`src/rtl/mem_stage.sv`:
```
// Memory stage: issues lw/sw to a variable-latency data memory over req/ack,
// stalls upstream while the access is outstanding and owns the M/W latch.
module mem_stage #(
    parameter int unsigned ADDR_W  = 12,
    parameter int unsigned TIMEOUT = 255
) (
    input  logic              clock,
    input  logic              reset,
    input  logic [31:0]       xm_insn,
    input  logic [31:0]       xm_o,
    input  logic [31:0]       xm_b,
    output logic              stall,
    output logic              dmem_req,
    output logic              dmem_wren,
    output logic [ADDR_W-1:0] dmem_addr,
    output logic [31:0]       dmem_wdata,
    input  logic              dmem_ack,
    input  logic [31:0]       dmem_rdata,
    output logic [31:0]       mw_insn,
    output logic [31:0]       mw_o,
    output logic [31:0]       mw_d,
    output logic              mem_err,
    output logic [31:0]       stall_cnt
);

    typedef enum logic [1:0] {
        S_IDLE,
        S_WAIT,
        S_DONE
    } state_t;

    localparam logic [4:0] OP_SW = 5'b00111;
    localparam logic [4:0] OP_LW = 5'b01000;

    state_t r_state;
    state_t w_next;

    logic [4:0]        w_op;
    logic              w_is_sw;
    logic              w_is_lw;
    logic              w_is_mem;
    logic              w_timeout;
    logic              w_stall;

    logic              r_req;
    logic              r_wren;
    logic [ADDR_W-1:0] r_addr;
    logic [31:0]       r_wdata;
    logic [31:0]       r_mw_insn;
    logic [31:0]       r_mw_o;
    logic [31:0]       r_mw_d;
    logic              r_err;
    logic [31:0]       r_stall_cnt;
    logic [31:0]       r_rdata;
    logic [31:0]       r_wcnt;

    assign w_op     = xm_insn[31:27];
    assign w_is_sw  = (w_op == OP_SW);
    assign w_is_lw  = (w_op == OP_LW);
    assign w_is_mem = w_is_sw | w_is_lw;

    // Fires on the last permitted WAIT cycle; an ack in that cycle still wins.
    assign w_timeout = (TIMEOUT != 0) && (r_state == S_WAIT) &&
                       !dmem_ack && (r_wcnt == TIMEOUT - 1);

    always_comb begin
        w_next  = r_state;
        w_stall = 1'b0;
        unique case (r_state)
            S_IDLE: begin
                if (w_is_mem) begin
                    w_stall = 1'b1;
                    w_next  = S_WAIT;
                end
            end
            S_WAIT: begin
                w_stall = 1'b1;
                if (dmem_ack || w_timeout) begin
                    w_next = S_DONE;
                end
            end
            S_DONE: begin
                w_next = S_IDLE;
            end
            default: begin
                w_next = S_IDLE;
            end
        endcase
    end

    always_ff @(posedge clock or posedge reset) begin
        if (reset) begin
            r_state <= S_IDLE;
        end else begin
            r_state <= w_next;
        end
    end

    always_ff @(posedge clock or posedge reset) begin
        if (reset) begin
            r_req       <= 1'b0;
            r_wren      <= 1'b0;
            r_addr      <= '0;
            r_wdata     <= '0;
            r_mw_insn   <= '0;
            r_mw_o      <= '0;
            r_mw_d      <= '0;
            r_err       <= 1'b0;
            r_stall_cnt <= '0;
            r_rdata     <= '0;
            r_wcnt      <= '0;
        end else begin
            if (w_stall && (r_stall_cnt != 32'hFFFF_FFFF)) begin
                r_stall_cnt <= r_stall_cnt + 32'd1;
            end
            unique case (r_state)
                S_IDLE: begin
                    if (w_is_mem) begin
                        r_req     <= 1'b1;
                        r_wren    <= w_is_sw;
                        r_addr    <= xm_o[ADDR_W-1:0];
                        r_wdata   <= xm_b;
                        r_mw_insn <= '0;
                        r_mw_o    <= '0;
                        r_mw_d    <= '0;
                        r_wcnt    <= '0;
                    end else begin
                        r_mw_insn <= xm_insn;
                        r_mw_o    <= xm_o;
                        r_mw_d    <= '0;
                    end
                end
                S_WAIT: begin
                    r_mw_insn <= '0;
                    r_mw_o    <= '0;
                    r_mw_d    <= '0;
                    if (dmem_ack) begin
                        r_rdata <= r_wren ? 32'd0 : dmem_rdata;
                        r_req   <= 1'b0;
                        r_wren  <= 1'b0;
                    end else if (w_timeout) begin
                        r_err   <= 1'b1;
                        r_rdata <= '0;
                        r_req   <= 1'b0;
                        r_wren  <= 1'b0;
                    end else begin
                        r_wcnt <= r_wcnt + 32'd1;
                    end
                end
                S_DONE: begin
                    r_mw_insn <= xm_insn;
                    r_mw_o    <= xm_o;
                    r_mw_d    <= r_rdata;
                end
                default: begin
                end
            endcase
        end
    end

    assign stall      = w_stall;
    assign dmem_req   = r_req;
    assign dmem_wren  = r_wren;
    assign dmem_addr  = r_addr;
    assign dmem_wdata = r_wdata;
    assign mw_insn    = r_mw_insn;
    assign mw_o       = r_mw_o;
    assign mw_d       = r_mw_d;
    assign mem_err    = r_err;
    assign stall_cnt  = r_stall_cnt;

endmodule
```
`config.mk`:
```
export PLATFORM = sky130hd
export DESIGN_NAME = mem_stage
export DESIGN_NICKNAME = d
export VERILOG_FILES = /design/src/rtl/mem_stage.sv
export SDC_FILE = /design/constraint.sdc
export NUM_CORES = 1
export LEC_CHECK = 0
export CAP_MARGIN = 15
export CORE_UTILIZATION = 44
export CTS_BUF_LIST = sky130_fd_sc_hd__clkbuf_8
export CTS_CLUSTER_SIZE = 25
export DETAILED_ROUTE_END_ITERATION = 16
export GPL_ROUTABILITY_DRIVEN = 0
export PLACE_DENSITY = 0.78
export SYNTH_ARGS = -nofsm -noshare
export SYNTH_HDL_FRONTEND = slang
export SYNTH_SLANG_ARGS = --single-unit
```
`constraint.sdc`:
```
create_clock -name clock -period 8.35 [get_ports clock]
set_input_delay 1.2525 -clock clock [delete_from_list [all_inputs] [get_ports clock]]
set_output_delay 1.2525 -clock clock [all_outputs]
set_load 0.03 [all_outputs]
```
* Yosys cells after proc, flatten, opt, wreduce, memory -nomap -nowiden
Index checks and enable logic that the tools add are counted.
** Storage, ports and cells
- Output and inout bits :: 176
- Flip-flop bits (word level) :: 241
- Word-level logic and storage cells :: 67
- Input bits :: 131
** Operators by class
- Reduce and logical (&&, ||, !) cells :: 17
- Bitwise gates (word level) :: 2
- $add $sub $neg :: 2
- Eq/ne operators :: 11
- Multiplexer cells :: 23
** Operators by type and width (count)
- 32-bit 2-to-1 mux :: 8
- 32-bit one-hot mux with 3 select lines :: 2
- 32-bit one-hot mux with 2 select lines :: 2
- 32-bit by 1-bit adder with 32-bit output (second input constant) :: 2
- 32-bit by 8-bit equality test with 1-bit output (second input constant) :: 1
- 32-bit inequality test (second input constant) :: 1
- 2-bit inequality test (second input constant) :: 3
- 1-bit one-hot mux with 2 select lines :: 3
- 2-bit AND reduction :: 3
- 3-bit AND reduction :: 2
- 2-bit nonzero test :: 3
- 5-bit by 3-bit equality test with 1-bit output (second input constant) :: 1
- 5-bit by 4-bit equality test with 1-bit output (second input constant) :: 1
- 1-bit 2-to-1 mux :: 5
- 2-bit 2-to-1 mux :: 2
- 2-bit one-hot mux with 2 select lines :: 1
- 4-bit AND reduction :: 1
- 1-bit logical AND :: 3
- 3-bit inequality test (second input constant) :: 1
- 3-bit nonzero test :: 1
- 2-bit by 1-bit equality test with 1-bit output (second input constant) :: 1
- 2-bit equality test (second input constant) :: 1
- 2-bit zero test :: 1
- 2-bit by 1-bit inequality test with 1-bit output (second input constant) :: 1
- 5 further kinds :: 5

* Logic depth before layout (Yosys ltp)
- Depth after elaboration :: 6
- Mapped depth :: 10
- Mapped depth without buffers :: 8

* Least setup slack after synthesis
OpenSTA, ideal clock, no wires.
- Path type :: input to output
- Start :: in xm_insn[29]
- End :: out stall
- Path slack :: 4.565 ns
- Path buffers :: 0
- Data arrival time :: 2.533 ns
- Required time :: 7.098 ns
- Cell stages on the path :: 4
- Cell sequence :: or4b_4 -> a211oi_2 -> nor2_1 -> inv_1
** On the way
- Cells in the longest elaborated chain, start to end :: 4
- Elaborated cells between the ends (all ways) :: 5
- Those cells by class :: eq/ne (2); mux (2); bitwise (1)
** RTL lines
- start: declaration :: line 9 : input logic [31:0] xm_insn,
- 5-bit by 3-bit equality test with 1-bit output / 5-bit by 4-bit equality test with 1-bit output (equally long branches) :: line 58, 59
- 1-bit bitwise OR * :: line 60 : assign w_is_mem = w_is_sw | w_is_lw;
- 1-bit 2-to-1 mux * :: line 71 : if (w_is_mem) begin
- 1-bit one-hot mux with 2 select lines * :: line 69 : unique case (r_state)
- end: declaration :: line 12 : output logic stall,
Mark *: on every way between the ends. The rest lies on a longest branch, timed or not.

* Worst setup path in the final report
Same ends and word-level chain as after synthesis.

==> impl_metrics.csv <==
group,metric,value,unit
global_routing,antenna_found_initial,1,
detailed_routing,routed_wl,28900,um
hold_path,hold_class,"reg -> reg",
detailed_routing,routed_via_density,5.35,
setup_path,criticalPathCategory,"in -> out",
synthesis,synth.distinct_cells,53,
synthesis,ys_async_sr_fraction,100,%
detailed_routing,postRouteAntennaNets,0,
final_layout,final_cells,1619,
global_routing,grtUsageTotal,23.8,%
detailed_routing,remaining_drc_errors,0,
final_layout,fin_area,14500,um^2
synthesis,ys_ff_latch,241,
clock_tree,root_buffer,"clkbuf_8",
final_layout,fillers,1869,
setup_path,cp_data_required_time,7.10,ns
detailed_routing,vias,8654,
setup_path,critPathArrivalTime,4.24,ns
final_layout,layout_common_cells,"clkdlybuf4s50_1, nand2_1, dfrtp_1, a22o_1, clkbuf_8",
place,placed_area,13700,um^2
run,drv_cap,0,
power_and_ir_drop,pwr-share-comb,44.1,%
power_and_ir_drop,p_per_area,351,nW/um^2
place,dpl.hpwl,19700,um
floorplan,die_area,24100,um^2
clock_tree,cts_resized,0,
timing,skew,0.0163,ns
floorplan,die_w,155,um
synthesis,synthFlopType,"dfrtp_1",
floorplan,core_area,22800,um^2
clock_tree,numCtsBuffers,42,
final_layout,multi_input_area,4040,um^2
setup_path,cp_max_fo,50,
detailed_routing,first_pass_iters,5,
power_and_ir_drop,leakage,6.63,nW
place,place.port_buffers,306,
timing,min_period,5.49,ns
floorplan,die_h,155,um
run_status,status,"completed",
detailed_routing,routedWlPerCell,17.8,um
floorplan,core.rowCount,55,
synthesis,synth.avg_cell_area,10.6,um^2
synthesis,yosysTopAreaCellShare,58.4,%
global_routing,grt_max_degree,132,
synthesis,synth_enable_flop_cells,0,
final_layout,drive_gt1_share,5.90,%
floorplan,io_pins,307,
floorplan,initial_core_util,45.2,%
final_layout,fin_nets,1418,
setup_path,ff2ff_path_depth,8,
timing,slew_headroom,30.1,%
power_and_ir_drop,power,5.08,mW
power_and_ir_drop,peakVddDrop,0.000197,V
clock_tree,cts_setup_buffers,0,
global_routing,grt_pass1_vias,8429,
power_and_ir_drop,netSwitchingFraction,40.3,%
power_and_ir_drop,netSwitchingPower,2.04,mW
clock_tree,htree_levels,2,
synthesis,netlist_area,10300,um^2
detailed_routing,first_iter_violations,557,
place,dp_cells,1546,
timing,layout_setup_ws,2.86,ns
timing,rsz0062_at_grt,"false",
clock_tree,clock-sinks,241,
clock_tree,cts.clk_slew.worst_paths,0.05,ns
final_layout,regArea,6030,um^2
synthesis,postSynthCellCount,975,
synthesis,synth_warnings,0,
global_routing,grt-ovfl-total,0,
setup_path,startpoint_type,"input pin",
clock_tree,cts_hold_buffers,0,
global_routing,grt_first_pass_wirelength,45600,um
place,pre_cts_slack,2.88,ns
setup_path,endpoint_kind,"output pin",
synthesis,synth_area_leader_cell,"dfrtp_1",
power_and_ir_drop,p_int,3.03,mW
clock_tree,clkLatencyLatePin,0.53,ns
timing,setup_tns,0,ns
final_layout,syn2layout_area_growth,40.3,%
hold_path,holdPathStages,2,
final_layout,final_common_cell,"clkdlybuf4s50_1",
clock_tree,cts_buffer_depth,3,
timing,finalHoldViolations,0,
final_layout,final_util,63.4,%
power_and_ir_drop,seqPwrFrac,35.9,%
timing,hold_ws,0.471,ns
synthesis,syn-num-nets,1115,
timing,fmax,182,MHz
synthesis,synth-seq-area-share,58.4,%
timing,finalMaxSlewViolations,0,
timing,tightest_slew,1.05,ns
synthesis,synthTopCellsByArea,"dfrtp_1, nand2_1, a22o_1, xor2_1, o21ai_0",
timing,setup_viol,0,
power_and_ir_drop,pwr-share-clk,20.0,%
clock_tree,cts_tree,"done",
timing,period_share,65.7,%
## synthesized netlist by cell type, drive strengths merged, types with 5 or more instances
cell type and number:
nand2 243, dfrtp 241, a22o 80, clkbuf 54
o21ai 44, xor2 26, nand2b 20, a21o 18
a21oi 18, nand3 18, nor3 18, nor4 18
and4b 16, nand4 16, inv 15, mux2i 15
a211oi 13, nor2 13, or4 10, ha 9
o31ai 8, or3 6, and4 5, xnor2 5
## per-layer routing
metal | vias up | track usage [%] | share of wire (%) | wire length, um
met2 | 282 | 39.0 | 48 | 14000
li1 | 4063 | - | - | -
met1 | 4227 | 30.7 | 42 | 12000
met4 | 0 | 10.9 | 4.3 | 1240
met5 | - | 0 | 0 | 0
met3 | 82 | 4.62 | 5.7 | 1630
## logic make-up after synthesis
group | synth area share, %
AOI/OAI and AO/OA | 14.3
xor gates and xnor gates | 2.63
adders and majority gates | 1.09
buffers and inverters | 2.67
DFF | 58.4
muxes | 1.89
and+or+nand+nor | 19.0
## power by group through the flow
stage / registers [mW] / clock network (mW) / logic, mW
detailed placement: 1.84 / 0 / 2.24
global route: 1.87 / 1.09 / 2.38
CTS: 1.82 / 1.05 / 2.25
floorplan: 2.38 / 0 / 0.740
global placement: 1.82 / 0 / 2.21
finish: 1.82 / 1.02 / 2.24
## cell type report
type	count	share of cell area, %
antenna	1	0.0173
clock buffer	49	4.66
clock inverter	22	0.786
inverter	15	0.441
multi-input combinational	661	27.9
sequential	241	41.6
tap	313	2.70
timing repair buffer	317	21.9
## final timing paths
path | slack (ns) | startpoint | endpoint
setup / recovery | 2.86 | xm_insn[29] | stall
hold / removal | 0.47 | dmem_wdata[5] | dmem_wdata[5]
setup reg to reg | 5.14 | r_state[1] | r_wcnt[15]
hold reg to reg | 0.47 | dmem_wdata[5] | dmem_wdata[5]
max in group asynchronous | 5.85 | reset | mw_d[5]
min in group asynchronous | 1.24 | reset | dmem_wdata[12]
## worst max-delay path: stages
cell             delay, ns
clkdlybuf4s50_1       0.46
or4b_4                0.61
a211oi_4              0.21
buf_4                 0.50
nor2_1                0.33
inv_1                 0.16
clkdlybuf4s50_1       0.68
## registers in the layout, summed over array words and instances (netlist names)
name and count:
dmem_wdata 32, mw_d 32, mw_insn 32, mw_o 32, r_rdata 32, r_wcnt 32, stall_cnt 32, dmem_addr 12
r_state 2, dmem_req 1, dmem_wren 1, mem_err 1
Note: power is estimated with default switching activity, not from simulation.
